==> config.mk <==
export PLATFORM = sky130hd
export DESIGN_NAME = deck_controller
export DESIGN_NICKNAME = d
export VERILOG_FILES = /design/src/rtl/deck_controller.sv
export SDC_FILE = /design/constraint.sdc
export NUM_CORES = 1
export LEC_CHECK = 0
export BUFFER_PORTS_ARGS = -buffer_cell sky130_fd_sc_hd__buf_2
export CORE_ASPECT_RATIO = 1.2
export CORE_MARGIN = 2
export CORE_UTILIZATION = 52
export DETAILED_ROUTE_END_ITERATION = 10
export GPL_TIMING_DRIVEN = 0
export PLACE_DENSITY = 0.68
export SLEW_MARGIN = 20
export SYNTH_ARGS = -nofsm -noshare
export SYNTH_HDL_FRONTEND = slang
export SYNTH_SLANG_ARGS = --single-unit
==> constraint.sdc <==
create_clock -name clk -period 2.91 [get_ports clk]
set_input_delay 0.4365 -clock clk [delete_from_list [all_inputs] [get_ports clk]]
set_output_delay 0.4365 -clock clk [all_outputs]
set_load 0.02 [all_outputs]
==> src/rtl/deck_controller.sv <==
// deck_controller: restarts and seeds the shuffler, buffers its 52-card stream, and serves round-robin draws.
// Optional DECK_CARD_VALUE_EN adds a registered blackjack card_value output.
module deck_controller #(
  parameter int DECK_SIZE = 52,
  parameter int RESHUFFLE_THRESH = 15,
  parameter logic [5:0] DEFAULT_SEED = 6'b101011
) (
  input  logic       clk,
  input  logic       rst_n,
  input  logic       new_round,
  input  logic       player_req,
  input  logic       dealer_req,
  input  logic       load_flag,
  input  logic [5:0] card_in,
  output logic       shuffle_rst,
  output logic       shuffle_flag,
  output logic [5:0] seed,
  output logic       player_gnt,
  output logic       dealer_gnt,
  output logic [5:0] card_out,
  output logic       card_valid,
  output logic       card_dest,
  output logic [5:0] remaining,
  output logic       ready,
`ifdef DECK_CARD_VALUE_EN
  output logic [3:0] card_value,
`endif
  output logic       busy
);
  typedef enum logic [2:0] {IDLE, RESTART, SHUFFLE, LOAD, READY} state_t;
  localparam logic [5:0] DS = 6'(DECK_SIZE);
  localparam logic [5:0] TH = 6'(RESHUFFLE_THRESH);
  state_t state_q, state_d;
  logic [5:0] cnt_q, cnt_d, seed_q, seed_d, wr_q, wr_d, rd_q, rd_d, rem_q, rem_d, card_q, card_d;
  logic [6:0] ld_q, ld_d;
  logic rr_q, rr_d, pg_q, pg_d, dg_q, dg_d, valid_q, valid_d, dest_q, dest_d, cap, pick;
  logic [5:0] deck_q [DECK_SIZE];
  always_comb begin
    state_d = state_q;
    cnt_d = cnt_q + 6'd1;
    seed_d = seed_q;
    ld_d = ld_q;
    wr_d = wr_q;
    rd_d = rd_q;
    rem_d = rem_q;
    rr_d = rr_q;
    pg_d = 1'b0;
    dg_d = 1'b0;
    valid_d = 1'b0;
    card_d = card_q;
    dest_d = dest_q;
    cap = 1'b0;
    pick = 1'b0;
    case (state_q)
      IDLE: if (new_round) state_d = RESTART;
      RESTART: begin
        state_d = SHUFFLE;
        wr_d = 6'd0;
        rd_d = 6'd0;
      end
      SHUFFLE: if (load_flag) begin
        state_d = LOAD;
        ld_d = 7'd1;
      end
      LOAD: if (!load_flag) state_d = RESTART;
      else begin
        ld_d = ld_q + 7'd1;
        // the shuffler holds each card for two load cycles; take it on the odd one
        if (ld_q[0]) begin
          cap = 1'b1;
          wr_d = wr_q + 6'd1;
          if (wr_q == DS - 6'd1) begin
            state_d = READY;
            rem_d = DS;
            rd_d = 6'd0;
          end
        end
      end
      READY: if (new_round) begin
        if (rem_q < TH) state_d = RESTART;
      end else if (rem_q == 6'd0) state_d = RESTART;
      else if (player_req || dealer_req) begin
        pick = dealer_req && (!player_req || rr_q);
        rr_d = (player_req && dealer_req) ? !rr_q : rr_q;
        pg_d = !pick;
        dg_d = pick;
        valid_d = 1'b1;
        card_d = deck_q[rd_q];
        dest_d = pick;
        rd_d = rd_q + 6'd1;
        rem_d = rem_q - 6'd1;
      end
      default: state_d = IDLE;
    endcase
    if (state_d == RESTART && state_q != RESTART) begin
      seed_d = cnt_q == 6'd0 ? DEFAULT_SEED : cnt_q;
      rem_d = 6'd0;
    end
  end
  always_ff @(posedge clk or negedge rst_n)
    if (!rst_n) begin
      state_q <= IDLE;
      cnt_q <= 6'd1;
      seed_q <= 6'd0;
      ld_q <= 7'd0;
      wr_q <= 6'd0;
      rd_q <= 6'd0;
      rem_q <= 6'd0;
      rr_q <= 1'b0;
      pg_q <= 1'b0;
      dg_q <= 1'b0;
      valid_q <= 1'b0;
      card_q <= 6'd0;
      dest_q <= 1'b0;
    end else begin
      state_q <= state_d;
      cnt_q <= cnt_d;
      seed_q <= seed_d;
      ld_q <= ld_d;
      wr_q <= wr_d;
      rd_q <= rd_d;
      rem_q <= rem_d;
      rr_q <= rr_d;
      pg_q <= pg_d;
      dg_q <= dg_d;
      valid_q <= valid_d;
      card_q <= card_d;
      dest_q <= dest_d;
    end
  always_ff @(posedge clk)
    if (cap) deck_q[wr_q] <= card_in;
`ifdef DECK_CARD_VALUE_EN
  logic [3:0] rank, val_q, val_d;
  always_comb begin
    rank = 4'(card_d % 6'd13);
    val_d = rank == 4'd0 ? 4'd1 : rank < 4'd10 ? rank + 4'd1 : 4'd10;
  end
  always_ff @(posedge clk or negedge rst_n)
    if (!rst_n) val_q <= 4'd0;
    else val_q <= val_d;
  assign card_value = val_q;
`endif
  assign shuffle_rst = state_q == RESTART;
  assign shuffle_flag = state_q == SHUFFLE || state_q == LOAD;
  assign busy = shuffle_flag;
  assign ready = state_q == READY;
  assign seed = seed_q;
  assign player_gnt = pg_q;
  assign dealer_gnt = dg_q;
  assign card_out = card_q;
  assign card_valid = valid_q;
  assign card_dest = dest_q;
  assign remaining = rem_q;
endmodule

==> metrics.md <==
| Metric | Value |
|---|---|
| Status | finished clean |
| Critical Path RT | 3.05 ns |
| Clock buffer depth | 3 |
| Top FF cell, synth | edfxtp_1 |
| Worst path arrival time | 3.03 ns |
| GP Congestion | 0.864 |
| Die height | 187 um |
| Hold path depth | 3 |
| Share of post-route cells with drive strength above 1 | 22.5% |
| Tot GR Track Use | 21.7% |
| FMAX | 347 MHz |
| CTS H-Tree Depth | 2 |
| Pwr dens | 674 nW/um2 |
| Setup-failing EPs final | 0 |
| Cell count after placement | 1237 |
| DRC | 0 |
| Clk sink count | 357 |
| CP Class | flop to flop |
| Fillers | 2052 |
| Seq/Total Area, Yosys | 72.3% |
| RSZ-0062 raised after global routing | yes |
| Minimum clock period after layout | 2.88 ns |
| DR vias | 7751 |
| R2r worst-path depth | 5 |
| Crit path from | state_q[2] |
| Mapped Nets | 873 |
| Final core occ | 59.1% |
| Slew HR | 29.1% |
| HPWL after DPL | 20500 um |
| Crit share post-route | 99.0% |
| Ys Warns | 0 |
| Core ar. | 27700 um2 |
| Number of flops mapped to enable cells by yosys | 312 |
| Number of global-route vias before repair | 7774 |
| Worst Skew | 0.0154 ns |
| CTS tree | yes |
| Hold Crit Start | dealer_req |
| Final hold violation count | 0 |
| Count of cell types in the netlist | 61 |
| Clk_lat worst skew | 0.51 ns |
| Setup crit end kind | flop |
| Reg clk slew, reported paths | 0.06 ns |
| #FFs+latches synth | 357 |
| Worst setup SP type | flop |
| Routed WL | 31400 um |
| N_diodes | 0 |
| Mapped cell area | 14500 um2 |
| Worst-margin pin slew | 1.06 ns |
| VDD IR-drop max | 0.366 mV |
| Total CTS buffers | 35 |
| Register area | 10500 um2 |
| GRT Residual Overflow | 0 |
| # port buffers | 37 |
| # IOs | 38 |
| Syn Area/Cell | 17.0 um2 |
| Initial core utilization | 52.5% |
| Worst Path Max Fanout | 10 |
| Total power | 11.0 mW |
| Asr flop ratio synth | 12.6% |
| Die Footprint | 29300 um2 |
| Antenna violations before repair | 0 |
| Vias per cell | 5.95 |
| Min-delay worst type | primary input to flop |
| Leak | 5.22 nW |
| Routed wire per std cell | 24.1 um |
| Nets | 950 |
| Wire length of the first global-routing pass | 46800 um |
| Max-cap violations | 0 |
| Fin cells | 1302 |
| Initial DRT Pass Iterations | 5 |
| Post-route ant nets | 0 |
| Max Slew Vio Count | 0 |
| Clk Tree Root Cell | clkbuf_16 |
| Layout area overhead | 12.6% |
| Die X-Extent | 157 um |
| Largest net degree at the start of global routing | 53 |
| First DRT Iteration DRCs | 858 |
| Footprint of the multi-input gates | 3800 um2 |
| Post-synthesis cell count | 855 |
| Worst r2r src | state_q[2] |
| Total Neg Setup Slack | 0 ns |
| Row count | 67 |
-- layer usage --
layer  up-vias  part of all wire, %  wire length (um)  track usage, %
met2       245                   49             15300            35.1
met3        56                  5.6              1740            3.48
met4         0                  2.9               913            6.99
li1       3542                    -                 -               -
met5         -                    0                 0               0
met1      3908                   43             13400            30.5
-- final cells by class --
cell class,count,share of cell area (%)
Sequential cell,357,64.2
Multi-Input combinational cell,438,23.3
Clock buffer,48,5.98
Tap cell,345,2.64
Buffer,49,1.79
Timing Repair Buffer,40,1.30
Clock inverter,14,0.543
Inverter,11,0.276
-- metrics by stage --
stage / setup WS (ns) / cell area [um2] / hold slack, ns
2_1_floorplan: 0.685 / 14500 / 0.141
3_3_place_gp: -0.312 / 15100 / 0.456
3_5_place_dp: -0.413 / 15100 / 0.463
4_1_cts: -0.149 / 16300 / 0.118
5_1_grt: -0.113 / 16300 / 0.243
6_report: 0.0281 / 16300 / 0.225
-- power breakdown --
part / internal [mW] / leakage (nW) / switching (mW)
Clock: 2.44 / 0.520 / 1.79
Combinational: 0.317 / 1.32 / 0.661
Sequential: 5.71 / 3.38 / 0.0998
Total: 8.46 / 5.22 / 2.55
-- Yosys cell counts (2+ instances only) --
cell	number	share of area [%]
nor4_1	3	0.13
a211oi_1	14	0.72
a31oi_1	3	0.13
ha_1	6	0.52
xnor2_1	6	0.36
dfrtp_1	44	7.6
nand4_1	3	0.13
a221oi_1	12	0.72
nand2_1	16	0.41
nor2_1	82	2.1
or3_1	3	0.13
and2_0	3	0.13
a22oi_1	6	0.31
o221ai_1	6	0.36
buf_1	7	0.18
a2bb2oi_1	2	0.12
o21ai_0	25	0.86
buf_2	12	0.41
mux2i_1	79	5.4
a21oi_1	27	0.93
nor2b_1	7	0.30
mux4_2	42	6.5
nand2b_1	5	0.22
a311oi_1	3	0.18
o211ai_2	2	0.17
buf_6	8	0.62
mux2_2	2	0.16
clkbuf_1	15	0.39
xor2_1	4	0.24
edfxtp_1	312	65
nor3_1	4	0.14
a221o_1	6	0.41
and2_1	7	0.30
inv_1	9	0.23
or3b_2	3	0.18
nand3b_1	4	0.21
buf_4	6	0.31
o22ai_1	12	0.52
nand3_1	20	0.69
a21o_1	4	0.21
-- critical path: stages (launching register included) --
cell and delay [ns]:
dfrtp_1 0.48, nand2b_1 0.20, buf_2 0.20, nor3_2 0.51, nand3_2 0.51, nor2_1 0.62
-- cell usage in the layout, fill, tap and decap left out, types with 12 or more instances in the layout --
cell type  instances
edfxtp_1         312
mux2i_1           79
nor2_1            48
buf_2             48
dfrtp_1           44
mux4_2            42
clkbuf_16         37
nor2_2            34
a21oi_1           27
o21ai_0           25
clkbuf_1          25
nand3_1           16
a211oi_1          14
nand2_1           13
a221oi_1          12
o22ai_1           12
-- flip-flops by register name, indices dropped and copies added, names as in the netlist --
| register | count |
|---|---|
| card_out | 6 |
| ld_q | 1 |
| wr_q | 6 |
| deck_q | 312 |
| player_gnt | 1 |
| dealer_gnt | 1 |
| state_q | 3 |
| seed | 6 |
| card_valid | 1 |
| rd_q | 6 |
| card_dest | 1 |
| cnt_q | 6 |
| remaining | 6 |
| rr_q | 1 |
-- cell families (layout without fill, tap and decap cells) --
logic type                 Yosys count  in the layout  share of synthesized area, %
adders and majority gates            6              6                         0.517
DFF                                357            357                          72.3
and+or+nand+nor                    168            168                          5.72
xor gates and xnor gates            10             10                         0.603
buffers and inverters               60            162                          2.33
muxes                              123            123                          12.1
AOI/OAI and AO/OA                  131            131                          6.38
-- final timing paths --
kind                                 endpoint  slack, ns
worst max-delay path            deck_q[19][4]       0.03
worst min-delay path                     rr_q       0.23
worst max register to register  deck_q[19][4]       0.03
worst min register to register      card_dest       0.48
max in group asynchronous             seed[2]       2.04
min in group asynchronous          player_gnt       0.47
-- repair_timing --
action	4_1_cts	5_1_grt
endpoints found under the setup margin	300	248
resized for setup	23	20
buffers inserted	2	0
hold buffers	0	1
pin swaps	1	0
hold endpoints to repair	0	44
Note: power is estimated with default switching activity, not from simulation.
